File: config.mk
export PLATFORM = sky130hd
export DESIGN_NAME = mem_arbiter
export DESIGN_NICKNAME = d
export VERILOG_FILES = /design/src/rtl/mem_arbiter.sv
export SDC_FILE = /design/constraint.sdc
export NUM_CORES = 1
export LEC_CHECK = 0
export ABC_CLOCK_PERIOD_IN_PS = 2600
export CORE_MARGIN = 1
export CORE_UTILIZATION = 43
export DETAILED_ROUTE_END_ITERATION = 12
export GPL_TIMING_DRIVEN = 0
export MAX_ROUTING_LAYER = met4
export PLACE_DENSITY = 0.9
export SYNTH_ARGS = -nofsm -noshare
export SYNTH_HDL_FRONTEND = slang
export SYNTH_SLANG_ARGS = --single-unit
File: constraint.sdc
create_clock -name clk -period 2.6 [get_ports clk]
set_input_delay 0.52 -clock clk [delete_from_list [all_inputs] [get_ports clk]]
set_output_delay 0.52 -clock clk [all_outputs]
set_load 0.1 [all_outputs]
File: src/rtl/mem_arbiter.sv
// Two-port memory arbiter: shares one memory port between instruction fetch and
// data load/store, with round-robin tie-break and a one-cycle completion pulse.
module mem_arbiter (
    input  logic        clk,
    input  logic        reset,
    input  logic        instr_read,
    input  logic [31:0] instr_address,
    output logic [31:0] instr_readdata,
    output logic        instr_ready,
    input  logic        data_read,
    input  logic        data_write,
    input  logic [31:0] data_address,
    input  logic [31:0] data_writedata,
    input  logic [3:0]  data_byteenable,
    output logic [31:0] data_readdata,
    output logic        data_ready,
    output logic [31:0] mem_address,
    output logic        mem_read,
    output logic        mem_write,
    output logic [31:0] mem_writedata,
    output logic [3:0]  mem_byteenable,
    input  logic [31:0] mem_readdata,
    input  logic        mem_waitrequest
);

    localparam int unsigned AW = 32;
    localparam int unsigned DW = 32;
    localparam int unsigned BW = 4;

    typedef enum logic [1:0] {
        IDLE      = 2'd0,
        INSTR_ACC = 2'd1,
        DATA_ACC  = 2'd2,
        RESP      = 2'd3
    } state_t;

    state_t state;
    logic   last_grant;      // 1 = data port was granted most recently
    logic   data_req_c;
    logic   grant_instr_c;

    // Instruction wins unless data also requests and instruction went last
    always_comb begin
        data_req_c    = data_read | data_write;
        grant_instr_c = instr_read & (~data_req_c | last_grant);
    end

    always_ff @(posedge clk) begin
        if (!reset) begin
            state          <= IDLE;
            last_grant     <= 1'b1;
            instr_readdata <= DW'(0);
            instr_ready    <= 1'b0;
            data_readdata  <= DW'(0);
            data_ready     <= 1'b0;
            mem_address    <= AW'(0);
            mem_read       <= 1'b0;
            mem_write      <= 1'b0;
            mem_writedata  <= DW'(0);
            mem_byteenable <= BW'(0);
        end else begin
            instr_ready <= 1'b0;
            data_ready  <= 1'b0;
            case (state)
                IDLE: begin
                    if (grant_instr_c) begin
                        state          <= INSTR_ACC;
                        mem_address    <= instr_address;
                        mem_byteenable <= {BW{1'b1}};
                        mem_read       <= 1'b1;
                        mem_write      <= 1'b0;
                    end else if (data_req_c) begin
                        // A simultaneous read+write request is serviced as a store
                        state          <= DATA_ACC;
                        mem_address    <= data_address;
                        mem_writedata  <= data_writedata;
                        mem_byteenable <= data_byteenable;
                        mem_write      <= data_write;
                        mem_read       <= ~data_write;
                    end
                end
                INSTR_ACC: begin
                    if (!mem_waitrequest) begin
                        instr_readdata <= mem_readdata;
                        instr_ready    <= 1'b1;
                        mem_read       <= 1'b0;
                        last_grant     <= 1'b0;
                        state          <= RESP;
                    end
                end
                DATA_ACC: begin
                    if (!mem_waitrequest) begin
                        if (mem_read) begin
                            data_readdata <= mem_readdata;
                        end
                        data_ready <= 1'b1;
                        mem_read   <= 1'b0;
                        mem_write  <= 1'b0;
                        last_grant <= 1'b1;
                        state      <= RESP;
                    end
                end
                RESP: begin
                    state <= IDLE;
                end
                default: begin
                    state <= IDLE;
                end
            endcase
        end
    end

endmodule

==> results of run 1 <==
flip-flops by register name, summed over array words and instances, names as in the netlist:
register / count
state: 2
mem_address: 32
mem_write: 1
mem_read: 1
mem_byteenable: 4
data_ready: 1
data_readdata: 32
instr_ready: 1
mem_writedata: 32
instr_readdata: 32
last_grant: 1
power groups by stage:
stage               registers [mW]  clock network, mW  logic, mW
finish                        2.79               2.39       5.45
floorplan                     5.66                  0       1.17
detailed placement            2.82                  0       5.41
CTS                           2.79               2.41       5.44
global route                  2.83               2.50       5.68
global placement              2.81                  0       5.37
per-layer routing:
metal,share of wire (%),wire [um]
met3,9.2,1790
met1,37,7230
met2,49,9600
met4,4.3,830
met5,0,0
cells in the final DEF (no fill, tap or decap), drive strengths merged, types with 3 or more instances in the layout:
cell	n
o221a	4
a21oi	103
inv	7
a31oi	32
nor2	3
buf	30
o21ai	99
clkdlybuf4s50	271
dfxtp	139
nand3	66
clkbuf	53
clkinvlp	4
ha	5
clkinv	5
nand2	136
nand2b	3
area by class of cell:
cell class,instances,area (um2),area share [%]
Multi-Input combinational cell,466,2350,26.3
Timing Repair Buffer,271,2710,30.2
Clock buffer,19,443,4.94
Clock inverter,13,144,1.60
Buffer,64,303,3.38
Tap cell,168,210,2.34
Inverter,5,18.8,0.209
Sequential cell,139,2780,31.0
Yosys cell counts:
cell type,instances
dfxtp_1,139
nand2_1,136
a21oi_1,102
o21ai_0,94
nand3_1,66
clkbuf_1,34
a31oi_1,32
buf_2,26
ha_1,5
o21ai_1,5
buf_6,4
inv_1,4
o221a_1,4
nand2b_1,3
nor2_1,3
a21bo_2,1
a21boi_4,1
a21oi_2,1
a311oi_1,1
a311oi_2,1
a41o_1,1
and3b_1,1
inv_2,1
nand3b_1,1
nand4b_1,1
nor2b_1,1
nor4b_1,1
o21ba_2,1
o21bai_2,1
o31a_4,1
or2_2,1
or4b_4,1
metrics by stage:
step | power, mW | utilization (%) | area (um2) | setup WS, ns
2_1_floorplan | 6.83 | - | 5460 | 0.809
3_3_place_gp | 8.18 | 68.6 | 8380 | 0.405
3_5_place_dp | 8.24 | 68.6 | 8380 | 0.326
4_1_cts | 10.6 | 73.4 | 8970 | 0.0825
5_1_grt | 11.0 | 73.4 | 8970 | 0.0516
6_report | 10.6 | 73.4 | 8970 | 0.0951
logic make-up after synthesis:
logic type / count (synthesis) / synth area share, %
flops: 139 / 51.0
buf+inv: 69 / 5.89
fa+ha+maj: 5 / 1.15
compound gates: 246 / 24.9
simple gates: 215 / 17.1
path summary, 6_finish.rpt:
path                 startpoint                  to  cells past startpoint
min reg2reg  instr_readdata[14]  instr_readdata[14]                      2
min                  data_write           mem_write                      3
max                    mem_read            mem_read                      1
max reg2reg            state[0]   mem_writedata[21]                      6
==> results by stage, run 1 <==
Global routing:
- Global routing used 31.3% of the available met1 tracks.
- The number of global-route vias before repair is 6002.
- The global-route usage over all layers is 30.2%.
- The global routing's busiest layer is met2.
- The fraction of met3 tracks used by global routing is 9.26%.
- The number of antenna violations at the first check in global routing is 0.
- Summed over all layers, the global routing overflow is 0.
- The first global-routing pass estimated 29500 um of wire.
- For met2 alone, demand over resource in global routing was 51.4%.
- The largest net degree at the start of global routing is 17.

Setup path:
- The signal on the critical path passes through clkdlybuf4s50_1.
- The required time of the critical path is 2.08 ns.
- The worst setup path is captured at a primary output.
- The family with the most delay on the worst path is buffers and inverters.
- The worst setup path is launched from a flop.
- The highest-delay cell along the critical path is clkdlybuf4s50_1.
- The register-to-register setup slack is 0.72 ns.
- Data on the critical path arrives at its endpoint at 1.98 ns.
- Along the worst path, the maximum fanout reaches 4.
- In this design, the stage delay of the slowest critical-path cell is 1.18 ns.
- The type of the setup path with the least slack is flop to primary output.
- The number of buffers and inverters on the critical path is 1.

Route:
- The first TritonRoute pass finished after 5 iterations.
- Detailed routing inserted a total of 6223 vias.
- The final routed DRC violation total is 0.
- Using the TritonRoute via totals, the vias-per-cell ratio works out to 5.43.
- The number of DRC violations after detailed-routing iteration 0 is 524.
- The routed design has 19400 um of wire.
- Once detail routing completed, the nets flagged for antenna violations numbered 0.
- The wire length per cell after detailed routing is 17.0 um.

Power and ir drop:
- The share of total power dissipated in combinational logic is 51.2%.
- Of the total power, registers draw 26.2%.
- For this design the total switching power over the nets is 5.27 mW.
- Power spread over the standard cell area amounts to 1180 nW/um2.
- The clock network burns 22.5% of the power.
- Of the total power, the share spent switching nets is 49.6%.
- The internal cell power is 5.35 mW.
- The analysis attributes to cell leakage a power of 3.17 nW.
- The worst vdd rail ir drop is 0.000846 V.

Die:
- In this run the vertical extent of the chip is 115 um.
- During I/O placement, the number of pins put on the boundary was 274.
- The total area inside the core boundary comes to 12200 um2.
- The floorplan has 40 rows.
- For this configuration, the core starts out at a cell density of 44.7%.
- The floorplan step set the die width to 115 um.
- The area enclosed by the die boundary is 13200 um2.

Logic synthesis:
- The number of different library cells in the post-synthesis netlist is 32.
- The largest total area in the synthesized netlist belongs to dfxtp_1.
- The synthesized design contains 139 register bits.
- The instance count of the mapped netlist is 674.
- The number of nets in the synthesized netlist is 817.
- The number of warnings issued by yosys is 0.
- The average footprint of a synthesized cell is 8.10 um2.
- After synthesis the cells add up to 5460 um2.
- Ranked by total cell area, the synthesized netlist is headed by dfxtp_1, a21oi_1, nand2_1, o21ai_0, nand3_1.
- The share of the Yosys chip area taken by registers is 51.0%.
- The portion of synthesized cell area occupied by the leading cell type is 51.0%.

Placed design:
- The number of buffer cells added on primary ports is 271.
- In this run, placement finished with an instance count of 1113.
- The wire-length estimate of the detail-placed layout is 14100 um.
- The routability-driven placement congestion ratio is 0.809.

Clock tree:
- Post-CTS timing repair inserted 0 buffers for setup.
- The clock sink count is 139.
- The number of hold buffers added after cts is 0.
- The CTS tree is done.
- The number of buffers created by CTS is 17.
- The deepest level of the CTS H-tree is 4.
- The clock transition at the register clock pins on the worst setup and hold paths after CTS is 0.06 ns.
- Once the clock tree was built, the resizer swapped 0 gates to a different size.
- The longest clock path from root to sink contains 2 buffers.
- The insertion delay of the later-clocked pin in the worst-skew pair is 0.42 ns.
- Clock tree synthesis selected as its root buffer the cell clkbuf_16.

Cells and area:
- The number of antenna diodes in the final layout is 0.
- Of the cells placed in the final design, the portion with a size suffix greater than 1 is 7.27%.
- The number of standard cells in the final layout excluding fillers is 1145.
- After filler insertion, the fill cell instance count of the layout stands at 923.
- The area growth from synthesis to layout is 64.3%.
- The post-layout net count is 1107.

Timing:
- Setup repair after global routing left no endpoint under its margin.
- Derived from the worst setup path, the maximum achievable clock frequency is 399 MHz.
- The number of slew-limit violations in the final report is 0.
- For the final routed database, the setup TNS stands at 0 ns.
- The final number of hold-violating endpoints is 0.
- The slew at the pin with the worst max-slew slack is 1.10 ns.
- The number of setup violations in the final report is 0.
- Between clock sinks in the finished design, the worst skew comes to 0.00527 ns.
- The worst-case headroom to the max-slew limit is 26.7%.
- Of the available clock period, the critical path in the final layout requires 96.3%.
- The time the worst path needs with I/O delays and setup is 2.50 ns.
- Final hold analysis gives a worst-case slack of 0.432 ns.

Min path:
- The worst hold path belongs to the class input port to flop.

Flow run:
- The count of maximum capacitance violations is 0.

Outcome:
- The flow ran to the end, and the final reports show no timing, DRC or antenna violations.
Power figures use the tool's default switching activity.
==> inputs of run 2 (changes only) <==
Settings changed: CELL_PAD_IN_SITES_DETAIL_PLACEMENT from default to 1, CELL_PAD_IN_SITES_GLOBAL_PLACEMENT from default to 1, CORE_UTILIZATION 43 to 30.
==> run 2 against run 1 <==
  * Combinational power grew 0.9%
  * Register-to-register slack better by 0.02 ns
  * Power up 3.1%
  * Non-clock buffer count is the same
  * Critical path depth stayed put
  * Flip-flop and latch count unchanged
  * Sequential power is essentially flat
  * Critical path type unchanged
  * Critical endpoint unchanged
  * Largest cell class unchanged
==> results by stage, run 2 (synthesis results as in run 1) <==
Outcome:
- The flow ran to the end, and the final reports show no timing, DRC or antenna violations.

Timing:
- The worst-case headroom to the max-slew limit is 29.9%.
- The setup total negative slack is 0 ns.
- Of the available clock period, the critical path in the final layout requires 97.3%.
- Setup violations remaining at the end of the flow were counted as 0.
- The final number of hold-violating endpoints is 0.
- Setup repair after global routing left no endpoint under its margin.
- The time the worst path needs with I/O delays and setup is 2.53 ns.
- The slew at the pin with the worst max-slew slack is 1.05 ns.
- In the post-route analysis, the smallest setup slack over all paths is 0.0713 ns.
- The highest attainable clock frequency is 395 MHz.
- The number of slew-limit violations in the final report came to 0.
- The worst clock skew is 0.0110 ns.

Global routing:
- The number of antenna violations at the first check in global routing came to 0.
- In the global route stage, met2 resource usage came out at 40.4%.
- The first global-routing pass estimated 32500 um of wire.
- Entering global routing, the biggest net connects 17 pins.
- The global-route track usage on met1 is 26.4%.
- The number of global-route vias before repair was 6231.
- The global routing's busiest layer is met2.
- The fraction of met3 tracks used by global routing is 6.52%.
- The final global-route overflow total is 0.
- The global-route usage over all layers is 23.9%.

Power and ir drop:
- The worst vdd rail ir drop is 0.000739 V.
- The overall power after layout is 11.0 mW.
- The power density over cell area is 1200 nW/um2.
- For this design the static power due to leakage is 3.20 nW.

Route:
- The routed layout has 6104 vias.
- In the routed design, unresolved DRC markers number 0.
- The detail route stage leaves a number of antenna-violating nets equal to 0.
- In the routed layout, each cell is associated on average with a via count of 5.08.
- The first detailed-routing pass ran for 5 iterations.
- The final layout contains routed wiring with a total length of 21900 um.
- The wire length per cell after detailed routing is 18.2 um.
- For this block, the initial DRC count from the detailed router was 264.

Cells and area:
- Of the cells placed in the final design, the portion with a size suffix greater than 1 is 7.17%.
- Compared with the post-synthesis result, the final layout area differs by 66.6%.
- The antenna cell count is 0.
- The most common cell after layout, fill and taps aside is clkdlybuf4s50_1.
- Leaving out fill and tap cells, the most frequent cells in the layout are clkdlybuf4s50_1, dfxtp_1, nand2_1, a21oi_1, o21ai_0.
- The post-layout net count is 1107.

Die:
- In this run the horizontal extent of the chip is 137 um.
- The die covers 18700 um2.
- The initial utilization of the core area, before any placement, comes to 31.1%.
- The core box area is 17500 um2.
- The row count is 48.
- The number of ports placed on the die boundary is 274.
- The vertical die dimension is 137 um.

Clock tree:
- CTS placed an instance of clkbuf_16 at the clock tree root.
- The buffers inserted during post-CTS setup optimization is 0.
- The maximum clock path buffer count is 2.
- Buffers inserted to repair hold after CTS numbered 0.
- After clock tree synthesis, the clock-pin slew on the worst setup and hold paths is 0.06 ns.
- The later pin in the worst-skew pair is clocked with a latency of 0.43 ns.
- The deepest level of the CTS H-tree is 4.
- The clock net in this run drives a total of 139 sinks.
- The CTS tree is done.
- Clock tree synthesis inserted a total of 17 buffers.
- The number of gates resized after CTS was 0.

Setup path:
- The worst setup path is captured at a primary output.
- Data on the critical path arrives at its endpoint at 2.01 ns.
- The sort of element at the start of the critical path is a flop.
- The critical path goes through clkdlybuf4s50_1.
- Together, buffers and inverters on the worst path number 1.
- The maximum fanout along the worst path is 4.
- Data on the critical path is required at its endpoint by 2.08 ns.
- The highest-delay cell along the critical path is clkdlybuf4s50_1.
- The largest single stage delay on the critical path is 1.19 ns.
- By startpoint and endpoint, the worst setup path is classified as flop to primary output.
- The family with the most delay on the worst path is buffers and inverters.

Flow run:
- The tool flagged a number of max-cap violations equal to 0.

Placed design:
- Detailed placement ended at an HPWL of 16300 um.
- The pre-CTS setup slack is 0.337 ns.
- The number of buffer cells added on primary ports is 271.
- The routability-driven placement congestion ratio is 0.854.

Min path:
- In this run the worst hold path is classified as input port to flop.
==> run 2: cell count changes in the layout (fill, tap and decap cells not counted) <==
| cell | previous run | this run |
|---|---|---|
| clkbuf_8 | 1 | 4 |
| clkinvlp_4 | 4 | 2 |
| clkinv_2 | 2 | 1 |
| bufinv_16 | 2 | 4 |
| clkinv_4 | 3 | 0 |
==> run 2: cell type report <==
type,count,area (um2)
buffer,64,303
clock buffer,22,484
clock inverter,9,158
fill,2095,8440
inverter,5,18.8
multi-input combinational,466,2350
sequential,139,2780
tap,225,282
timing repair buffer,271,2710
==> run 2: per-layer routing <==
layer	share of wire (%)	routed length (um)
met3	8.1	1780
met1	40	8860
met2	49	10800
met5	0	0
met4	2.2	493
==> run 2: where the power goes <==
part / switching, mW / internal, mW
Clock: 0.971 / 1.71
Sequential: 0.229 / 2.55
Combinational: 4.14 / 1.36
Total: 5.34 / 5.62
==> run 2: path summary, 6_finish.rpt <==
check                    startpoint                 to  slack (ns)  cells after the start
setup / recovery           mem_read           mem_read        0.07                      1
setup reg to reg           state[0]  mem_writedata[23]        0.74                      6
hold reg to reg   data_readdata[23]  data_readdata[23]        0.45                      2
hold / removal           data_write          mem_write        0.41                      3
==> run 2: metrics by stage <==
stage	cells	utilization [%]	hold slack, ns	instance area (um2)
finish	1201	51.9	0.414	9090
global route	1201	51.9	0.426	9090
CTS	1201	51.9	0.401	9090
detailed placement	1170	48.2	0.448	8450
global placement	1170	48.2	0.441	8450
floorplan	674	-	0.523	5460
